File: config.mk
export PLATFORM = sky130hd
export DESIGN_NAME = keypad_scanner
export DESIGN_NICKNAME = d
export VERILOG_FILES = /design/src/rtl/keypad_scanner.sv
export SDC_FILE = /design/constraint.sdc
export NUM_CORES = 1
export LEC_CHECK = 0
export BUFFER_PORTS_ARGS = -buffer_cell sky130_fd_sc_hd__buf_2
export CAP_MARGIN = 5
export CELL_PAD_IN_SITES_DETAIL_PLACEMENT = 0
export CELL_PAD_IN_SITES_GLOBAL_PLACEMENT = 1
export CORE_MARGIN = 10
export CORE_UTILIZATION = 48
export CTS_BUF_LIST = sky130_fd_sc_hd__clkbuf_4 sky130_fd_sc_hd__clkbuf_8
export CTS_CLUSTER_SIZE = 28
export DETAILED_ROUTE_END_ITERATION = 6
export PLACE_DENSITY = 0.84
export RECOVER_POWER = 100
export SLEW_MARGIN = 20
export SYNTH_ARGS = -nofsm -noshare
export SYNTH_HDL_FRONTEND = slang
export SYNTH_SLANG_ARGS = --single-unit
File: constraint.sdc
create_clock -name clk -period 2.8 [get_ports clk]
set_input_delay 0.28 -clock clk [delete_from_list [all_inputs] [get_ports clk]]
set_output_delay 0.28 -clock clk [all_outputs]
set_load 0.02 [all_outputs]
File: src/rtl/keypad_scanner.sv
// keypad_scanner: 4x4 matrix keypad front end. Drives one column at a time,
// synchronises and debounces the rows, and emits one load_num strobe with the
// key code per accepted press. A new press is accepted only after release.
module keypad_scanner #(
    parameter int unsigned SCAN_CYCLES     = 27000,
    parameter int unsigned DEBOUNCE_CYCLES = 270000
) (
    input  logic       clk,
    input  logic       rst,
    input  logic [3:0] row_i,
    output logic [3:0] col_o,
    output logic [3:0] num,
    output logic       load_num,
    output logic       key_pressed
);

    localparam int unsigned DW = $clog2(SCAN_CYCLES);
    localparam int unsigned CW = $clog2(DEBOUNCE_CYCLES + 1);

    typedef enum logic [1:0] {
        S_SCAN         = 2'd0,
        S_DEBOUNCE     = 2'd1,
        S_EMIT         = 2'd2,
        S_WAIT_RELEASE = 2'd3
    } state_t;

    state_t        r_state;
    state_t        w_state_nxt;
    logic [3:0]    r_sync1;
    logic [3:0]    r_rows_s;
    logic [DW-1:0] r_dwell;
    logic [DW-1:0] w_dwell_nxt;
    logic [CW-1:0] r_cnt;
    logic [CW-1:0] w_cnt_nxt;
    logic [1:0]    r_col;
    logic [1:0]    w_col_nxt;
    logic [3:0]    r_cap;
    logic [3:0]    w_cap_nxt;
    logic [3:0]    r_num;
    logic [3:0]    w_num_nxt;
    logic [3:0]    r_col_o;
    logic          r_load_num;
    logic          r_key_pressed;
    logic [1:0]    w_row;
    logic [3:0]    w_code;
    logic          w_mapped;

    assign col_o       = r_col_o;
    assign num         = r_num;
    assign load_num    = r_load_num;
    assign key_pressed = r_key_pressed;

    // Two-flop synchroniser for the asynchronous row inputs.
    always_ff @(posedge clk) begin
        if (rst) begin
            r_sync1  <= 4'hF;
            r_rows_s <= 4'hF;
        end else begin
            r_sync1  <= row_i;
            r_rows_s <= r_sync1;
        end
    end

    // Key code of the captured pattern; lowest low row wins, column 3 is unmapped.
    always_comb begin
        w_row    = 2'd3;
        w_code   = 4'h0;
        w_mapped = (r_col != 2'd3);
        if (!r_cap[0]) begin
            w_row = 2'd0;
        end else if (!r_cap[1]) begin
            w_row = 2'd1;
        end else if (!r_cap[2]) begin
            w_row = 2'd2;
        end
        case ({w_row, r_col})
            4'b00_00: w_code = 4'h1;
            4'b00_01: w_code = 4'h2;
            4'b00_10: w_code = 4'h3;
            4'b01_00: w_code = 4'h4;
            4'b01_01: w_code = 4'h5;
            4'b01_10: w_code = 4'h6;
            4'b10_00: w_code = 4'h7;
            4'b10_01: w_code = 4'h8;
            4'b10_10: w_code = 4'h9;
            4'b11_00: w_code = 4'hC;
            4'b11_01: w_code = 4'h0;
            4'b11_10: w_code = 4'hB;
            default:  w_code = 4'h0;
        endcase
    end

    // Next-state logic for scan, debounce, emit and release tracking.
    always_comb begin
        w_state_nxt = r_state;
        w_dwell_nxt = r_dwell;
        w_cnt_nxt   = r_cnt;
        w_col_nxt   = r_col;
        w_cap_nxt   = r_cap;
        w_num_nxt   = r_num;
        case (r_state)
            S_SCAN: begin
                if (r_dwell == DW'(SCAN_CYCLES - 1)) begin
                    w_dwell_nxt = '0;
                    if (r_rows_s == 4'hF) begin
                        w_col_nxt = r_col + 2'd1;
                    end else begin
                        w_cap_nxt   = r_rows_s;
                        w_cnt_nxt   = '0;
                        w_state_nxt = S_DEBOUNCE;
                    end
                end else begin
                    w_dwell_nxt = r_dwell + DW'(1);
                end
            end
            S_DEBOUNCE: begin
                if (r_rows_s != r_cap) begin
                    w_state_nxt = S_SCAN;
                    w_col_nxt   = r_col + 2'd1;
                    w_cnt_nxt   = '0;
                    w_dwell_nxt = '0;
                end else if (r_cnt == CW'(DEBOUNCE_CYCLES - 1)) begin
                    w_cnt_nxt = '0;
                    if (w_mapped) begin
                        w_state_nxt = S_EMIT;
                        w_num_nxt   = w_code;
                    end else begin
                        w_state_nxt = S_WAIT_RELEASE;
                    end
                end else begin
                    w_cnt_nxt = r_cnt + CW'(1);
                end
            end
            S_EMIT: begin
                w_state_nxt = S_WAIT_RELEASE;
            end
            S_WAIT_RELEASE: begin
                if (r_rows_s == 4'hF) begin
                    if (r_cnt == CW'(DEBOUNCE_CYCLES - 1)) begin
                        w_state_nxt = S_SCAN;
                        w_col_nxt   = r_col + 2'd1;
                        w_cnt_nxt   = '0;
                        w_dwell_nxt = '0;
                    end else begin
                        w_cnt_nxt = r_cnt + CW'(1);
                    end
                end else begin
                    w_cnt_nxt = '0;
                end
            end
            default: begin
                w_state_nxt = S_SCAN;
            end
        endcase
    end

    // State, counters and registered outputs derived from the next state.
    always_ff @(posedge clk) begin
        if (rst) begin
            r_state       <= S_SCAN;
            r_dwell       <= '0;
            r_cnt         <= '0;
            r_col         <= 2'd0;
            r_cap         <= 4'hF;
            r_num         <= 4'h0;
            r_col_o       <= 4'b1110;
            r_load_num    <= 1'b0;
            r_key_pressed <= 1'b0;
        end else begin
            r_state       <= w_state_nxt;
            r_dwell       <= w_dwell_nxt;
            r_cnt         <= w_cnt_nxt;
            r_col         <= w_col_nxt;
            r_cap         <= w_cap_nxt;
            r_num         <= w_num_nxt;
            r_col_o       <= ~(4'b0001 << w_col_nxt);
            r_load_num    <= (w_state_nxt == S_EMIT);
            r_key_pressed <= (w_state_nxt != S_SCAN);
        end
    end

endmodule

==> results of run 1 <==
path summary, 6_finish.rpt:
kind / startpoint / endpoint / cells after the start
worst max register to register: r_cnt[1] / r_dwell[7] / 6
worst min register to register: r_sync1[1] / r_rows_s[1] / 1
worst max-delay path: r_cnt[1] / r_dwell[7] / 6
worst min-delay path: row_i[2] / r_sync1[2] / 2
Yosys cell counts, types with 4 or more instances:
master and number:
or3_1 13, inv_1 12, a21oi_1 13, nand4_1 14
nand3_1 22, a211oi_1 29, nand2_1 18, nor2b_1 4
nor3_1 5, or4_1 23, or2_2 10, and3_1 7
ha_1 7, xnor2_1 4, clkbuf_1 20, a211o_1 4
o21ai_0 22, dfxtp_1 60, nor2_1 17, o31ai_1 17
sequential cells by signal (all words and copies together) (netlist names):
| signal | count |
|---|---|
| r_rows_s | 4 |
| r_cap | 4 |
| r_cnt | 19 |
| col_o | 4 |
| r_dwell | 15 |
| key_pressed | 1 |
| r_sync1 | 4 |
| num | 4 |
| r_state | 2 |
| load_num | 1 |
| r_col | 2 |
worst register-to-register path, stage by stage (launching register included):
cell	delay [ps]
dfxtp_1	420
ha_1	290
nand2_1	130
nor3_2	460
a41oi_4	330
or4_1	590
a211oi_1	240
power by group through the flow:
stage	Combinational [mW]	Sequential, mW	Clock, mW
2_1_floorplan	0.0364	0.887	0
3_3_place_gp	0.0478	0.889	0
3_5_place_dp	0.0482	0.889	0
4_1_cts	0.0484	0.869	0.739
5_1_grt	0.0551	0.870	0.777
6_report	0.0485	0.869	0.722
logic make-up after synthesis:
family,Yosys count
xor gates and xnor gates,4
muxes,2
AOI/OAI and AO/OA,105
DFF,60
adders and majority gates,7
buffers and inverters,36
and+or+nand+nor,153
cells in the final DEF, fill, tap and decap left out, types with 5 or more instances in the layout:
| master | n |
|---|---|
| clkbuf_8 | 9 |
| nand4_1 | 14 |
| o31ai_1 | 17 |
| buf_2 | 5 |
| o21ai_0 | 22 |
| nand2_1 | 18 |
| clkbuf_1 | 12 |
| a211oi_1 | 31 |
| or3_1 | 13 |
| buf_4 | 5 |
| nor2_1 | 17 |
| inv_1 | 12 |
| dfxtp_1 | 60 |
| and3_1 | 7 |
| ha_1 | 7 |
| nand3_1 | 22 |
| nor3_1 | 5 |
| or2_2 | 10 |
| a21oi_1 | 13 |
| or4_1 | 23 |
final cells by class:
class,instances,area share
multi-input cells,272,0.5269
clock inverters,7,0.01733
repair buffers,23,0.03250
flip-flops and latches,60,0.3467
well taps,77,0.02781
clock buffers,9,0.03575
inverters,12,0.01300
metal layers:
metal	track usage	vias up	wire length [um]
met5	0	-	0
met4	0.04716	0	71
met3	0.03744	8	228
met2	0.2178	42	3347
met1	0.1907	1362	3702
li1	-	1454	-
==> key figures, run 1 <==
Pwr
  • Clock share of power: 0.440
  • Sequential share of power: 0.530
  • Total power: roughly 1.6 mW
  • Leakage: 1.083 nW
  • Psw: 426.9 uW
  • P_int: about 1.2 mW
  • Peak supply drop: ~0.46 mV
  • Power per cell area: around 470 nW/um^2
  • Sw frac: 0.2604
  • Comb pwr share: 0.030

Detailed routing
  • DR vias: around 2.9k
  • Final WL: 7350 um
  • Remaining DRCs: 0
  • Antenna Violating Nets Remaining: 0
  • Initial drt markers: between 150 and 200
  • Vias/cell: ~6.2
  • Drt pass-1 iters: 4
  • Post-DR wirelength/cell: about 16 um

Timing
  • Final Max Tran Viols: 0
  • Unrepaired setup endpoints after global routing: false
  • Max_slew headroom: 0.4639
  • PnR worst setup slack: approximately 260 ps
  • Fin Hold WS: 103.1 ps
  • Worst Max-Slew Pin Slew: approximately 800 ps
  • Min Clock Period, post-route: between 2000 and 3000 ps
  • Final Hold Fails: 0
  • Max Freq: 393.3 MHz
  • Setup TNS: 0 ps
  • Clock Skews: ~13 ps
  • Endpoints failing setup: 0
  • Crit share post-route: 0.9081

Synth
  • Cells after Synth: between 300 and 400
  • Ys async rst share: 0
  • Post-Synth Adder-Cell Area: 0.02767
  • Top cells by area, synth: dfxtp_1 (38%), a211oi_1 (6.9%), or4_1 (5.5%)
  • Post-synthesis mux area share: 0.006324
  • Synth top area share: 0.3794
  • Synthesized cell area: 3166 um^2
  • Post-synthesis sequential area ratio: 0.3794
  • Synth warn: 0
  • Synth Area in Compound Gates: 0.2375
  • Largest family of logic cells by synthesized area: simple AND/OR/NAND/NOR gates
  • Post-Synth Simple-Gate Area: 0.2901
  • Syn_nets: 380
  • #FFs+latches synth: 60
  • Syn avg cell area: between 8 and 9 um^2
  • Area leader, netlist: dfxtp_1
  • Post-Synth XOR/XNOR Area: 0.01107
  • Most used DFF post-synth: dfxtp_1
  • Post-synthesis cell type count: between 40 and 50
  • EDFF count, synth: 0

CTS
  • Post-CTS sizing: 0
  • Clock transition at path regs: 80 ps
  • Hold_buf cts: 0
  • TritonCTS Sinks: 60
  • CTS root buf: clkbuf_8
  • Skew-Pair Late Insertion Delay: ~350 ps
  • H-tree level count: 3
  • Inserted Clock Buffers: 9
  • TritonCTS clock tree: built
  • Post-CTS Setup Bufs: 0
  • CTS Buffer Depth: 2

Die
  • Rows: 29
  • Starting Density: 0.4957
  • Die area: approximately 10,000 um^2
  • Core Region: between 6000 and 7000 um^2
  • Ports: 16
  • Die height: a little over 100 um
  • Die W: 101.2 um

Global routing
  • GRT Total Usage: 0.1427
  • Initial antenna violation count: 0
  • Global-route wire length before repair: about 12,000 um
  • Pin count of the biggest net entering global routing: 42
  • Vias in the first global route: 2,591
  • Gr ovfl total: 0

Setup path
  • CP max stage cell: or4_1
  • Top delay family on crit path: simple AND/OR/NAND/NOR gates
  • Req. time, crit path: 3060 ps
  • Crit path cell chain: ha_1, nand2_1, nor3_2, a41oi_4, or4_1, a211oi_1
  • CP arrival: ~2800 ps
  • WS Path Type: reg2reg
  • Crit path buf inv count: 0
  • CP peak stage delay: approximately 590 ps
  • Reg2reg setup slack: approximately 260 ps
  • Endpoint class of the critical path: flip-flop
  • Startpoint Class: flip-flop
  • Critical path peak fanout: 16

Cells and area
  • Inserted Diodes: 0
  • # fillers: between 600 and 700
  • Layout Cell Area excl Fill: between 3000 and 4000 um^2
  • Final Non-Filler Cells: 460
  • Fraction of layout instances using a drive strength above 1: 0.1175
  • Nets: approximately 390
  • Area Overhead vs Synth: 9.447%
  • Footprint of the multi-input gates: 1826 um^2
  • Storage element area: between 1000 and 1500 um^2
  • Final core occ: 0.5425

Placed design
  • Dpl cells: between 400 and 500
  • Hpwl dp: roughly 4600 um
  • Setup WS pre-CTS: 220.1 ps
  • RD Place Congestion: ~0.80
  • IO Port Bufs: 15
  • DP Area: approximately 3300 um^2

Run
  • Total of max-cap violations: 0

Min path
  • Hold WC Path Type: in2reg

Outcome
  • Status: finished clean
Note: power is estimated with default switching activity, not from simulation.
==> run 2: changes to the inputs <==
- GPL_TIMING_DRIVEN: not set -> 1
- PLACE_DENSITY: 0.84 -> not set
- PLACE_DENSITY_LB_ADDON: not set -> 0.1
==> key figures, run 2 (same netlist as run 1, synthesis figures left out) <==
Outcome
  • Status: finished clean

Timing
  • Final Max Tran Viols: 0
  • Endpoints failing setup: 0
  • Final Hold Fails: 0
  • Fin Hold WS: between 100 and 150 ps
  • Unrepaired setup endpoints after global routing: false
  • Min Clock Period, post-route: 2546 ps
  • Clock Skews: between 10 and 15 ps
  • Max Freq: about 390 MHz
  • Crit share post-route: 0.9095
  • Worst Max-Slew Pin Slew: approximately 890 ps
  • Max_slew headroom: 0.4052
  • Setup TNS: 0 ps

Cells and area
  • Max reg flops: 19
  • # fillers: a little over 600
  • Nets: about 400
  • Area Overhead vs Synth: 10.51%
  • Final core occ: 0.5478
  • Biggest register: r_cnt
  • Footprint of the multi-input gates: around 1800 um^2
  • Final Non-Filler Cells: about 460
  • Inserted Diodes: 0
  • Most frequent cells in the layout: dfxtp_1 (60), a211oi_1 (31), or4_1 (23)
  • Fraction of layout instances using a drive strength above 1: 0.1198
  • Storage element area: about 1200 um^2
  • Top Registers: r_cnt: 19 flops, r_dwell: 15 flops
  • Most common cell after layout, fill and taps aside: dfxtp_1

CTS
  • Inserted Clock Buffers: 9
  • TritonCTS clock tree: built
  • H-tree level count: 3
  • Post-CTS Setup Bufs: 0
  • Skew-Pair Late Insertion Delay: between 300 and 400 ps
  • CTS Buffer Depth: 2
  • Clock transition at path regs: around 70 ps
  • CTS root buf: clkbuf_8
  • Post-CTS sizing: 0
  • Hold_buf cts: 0
  • TritonCTS Sinks: 60

Pwr
  • Leakage: between 1 and 1.5 nW
  • Power per cell area: about 500 nW/um^2
  • Peak supply drop: 0.3421 mV

Global routing
  • Global-route wire length before repair: roughly 13,000 um
  • Vias in the first global route: 2,714
  • GRT Total Usage: 0.1492
  • Gr ovfl total: 0
  • Initial antenna violation count: 0
  • Pin count of the biggest net entering global routing: 61

Die
  • Starting Density: 0.4957
  • Die area: 10,240 um^2
  • Rows: 29
  • Ports: 16
  • Die height: a little over 100 um
  • Core Region: 6386 um^2
  • Die W: between 100 and 150 um

Setup path
  • CP max stage cell: or4_1
  • Endpoint class of the critical path: flip-flop
  • Critical path peak fanout: 16
  • Req. time, crit path: a little over 3000 ps
  • Worst path depth: 6
  • Crit path buf inv count: 0
  • Startpoint Class: flip-flop
  • Top delay family on crit path: simple AND/OR/NAND/NOR gates
  • CP peak stage delay: 590 ps
  • Worst reg-to-reg path cell count: 6
  • Reg2reg setup slack: about 250 ps
  • CP arrival: roughly 2800 ps
  • WS Path Type: reg2reg
  • Crit path cell chain: ha_1, nand2_1, nor3_2, a41oi_4, or4_1, a211oi_1

Min path
  • WHS Path Cells: 2
  • Hold WC Path Type: in2reg

Detailed routing
  • Final WL: between 7000 and 8000 um
  • Initial drt markers: about 150
  • Drt pass-1 iters: 4
  • Remaining DRCs: 0
  • Antenna Violating Nets Remaining: 0
  • DR vias: 2,837
  • Post-DR wirelength/cell: approximately 16 um
  • Vias/cell: between 6 and 7

Placed design
  • RD Place Congestion: a little over 0.8
  • Hpwl dp: about 4800 um
  • Dpl cells: ~440
  • IO Port Bufs: 15

Run
  • Total of max-cap violations: 0
[run 2: cell count changes in the layout (fill, tap and decap cells not counted)]
cell,previous run,this run
inv_6,2,1
clkinv_2,0,1
clkbuf_8,9,11
buf_4,5,6
clkinvlp_4,1,2
bufinv_16,0,1
clkinv_4,4,0
[run 2: worst paths after layout]
path	start	endpoint
min	row_i[2]	r_sync1[2]
min reg2reg	r_sync1[0]	r_rows_s[0]
max	r_cnt[0]	r_dwell[9]
max reg2reg	r_cnt[0]	r_dwell[9]
[run 2: power breakdown]
part	internal [mW]	total [mW]	switching, mW
registers	0.862	0.869	0.00717
logic	0.0184	0.0477	0.0294
clock network	0.461	0.832	0.371
total	1.34	1.75	0.407
[run 2: area by class of cell]
cell class                 instances  area share
multi-input combinational        272      0.5218
sequential                        60      0.3433
clock buffer                      11     0.04328
timing repair buffer              24     0.03433
tap                               77     0.02754
clock inverter                     5     0.01681
inverter                          12     0.01288
[run 2: per-layer routing]
layer  up-vias  part of all wire  routed length, um  GRT usage
li1       1458                 -                  -          -
met1      1331              0.49               3680     0.1986
met2        38              0.46               3485     0.2266
met3        10             0.032                243    0.02995
met4         0             0.013                 96    0.06860
met5         -                 0                  0          0
[run 2: stage by stage]
stage / power (mW) / setup slack (ps) / instance area, um^2
after floorplan: 0.9233 / 559.5 / 3166
after global placement: 0.9358 / 327.8 / 3304
after detailed placement: 0.9366 / 231.7 / 3304
after CTS: 1.766 / 205.4 / 3515
after global routing: 1.808 / 16.83 / 3498
final: 1.749 / 253.5 / 3498
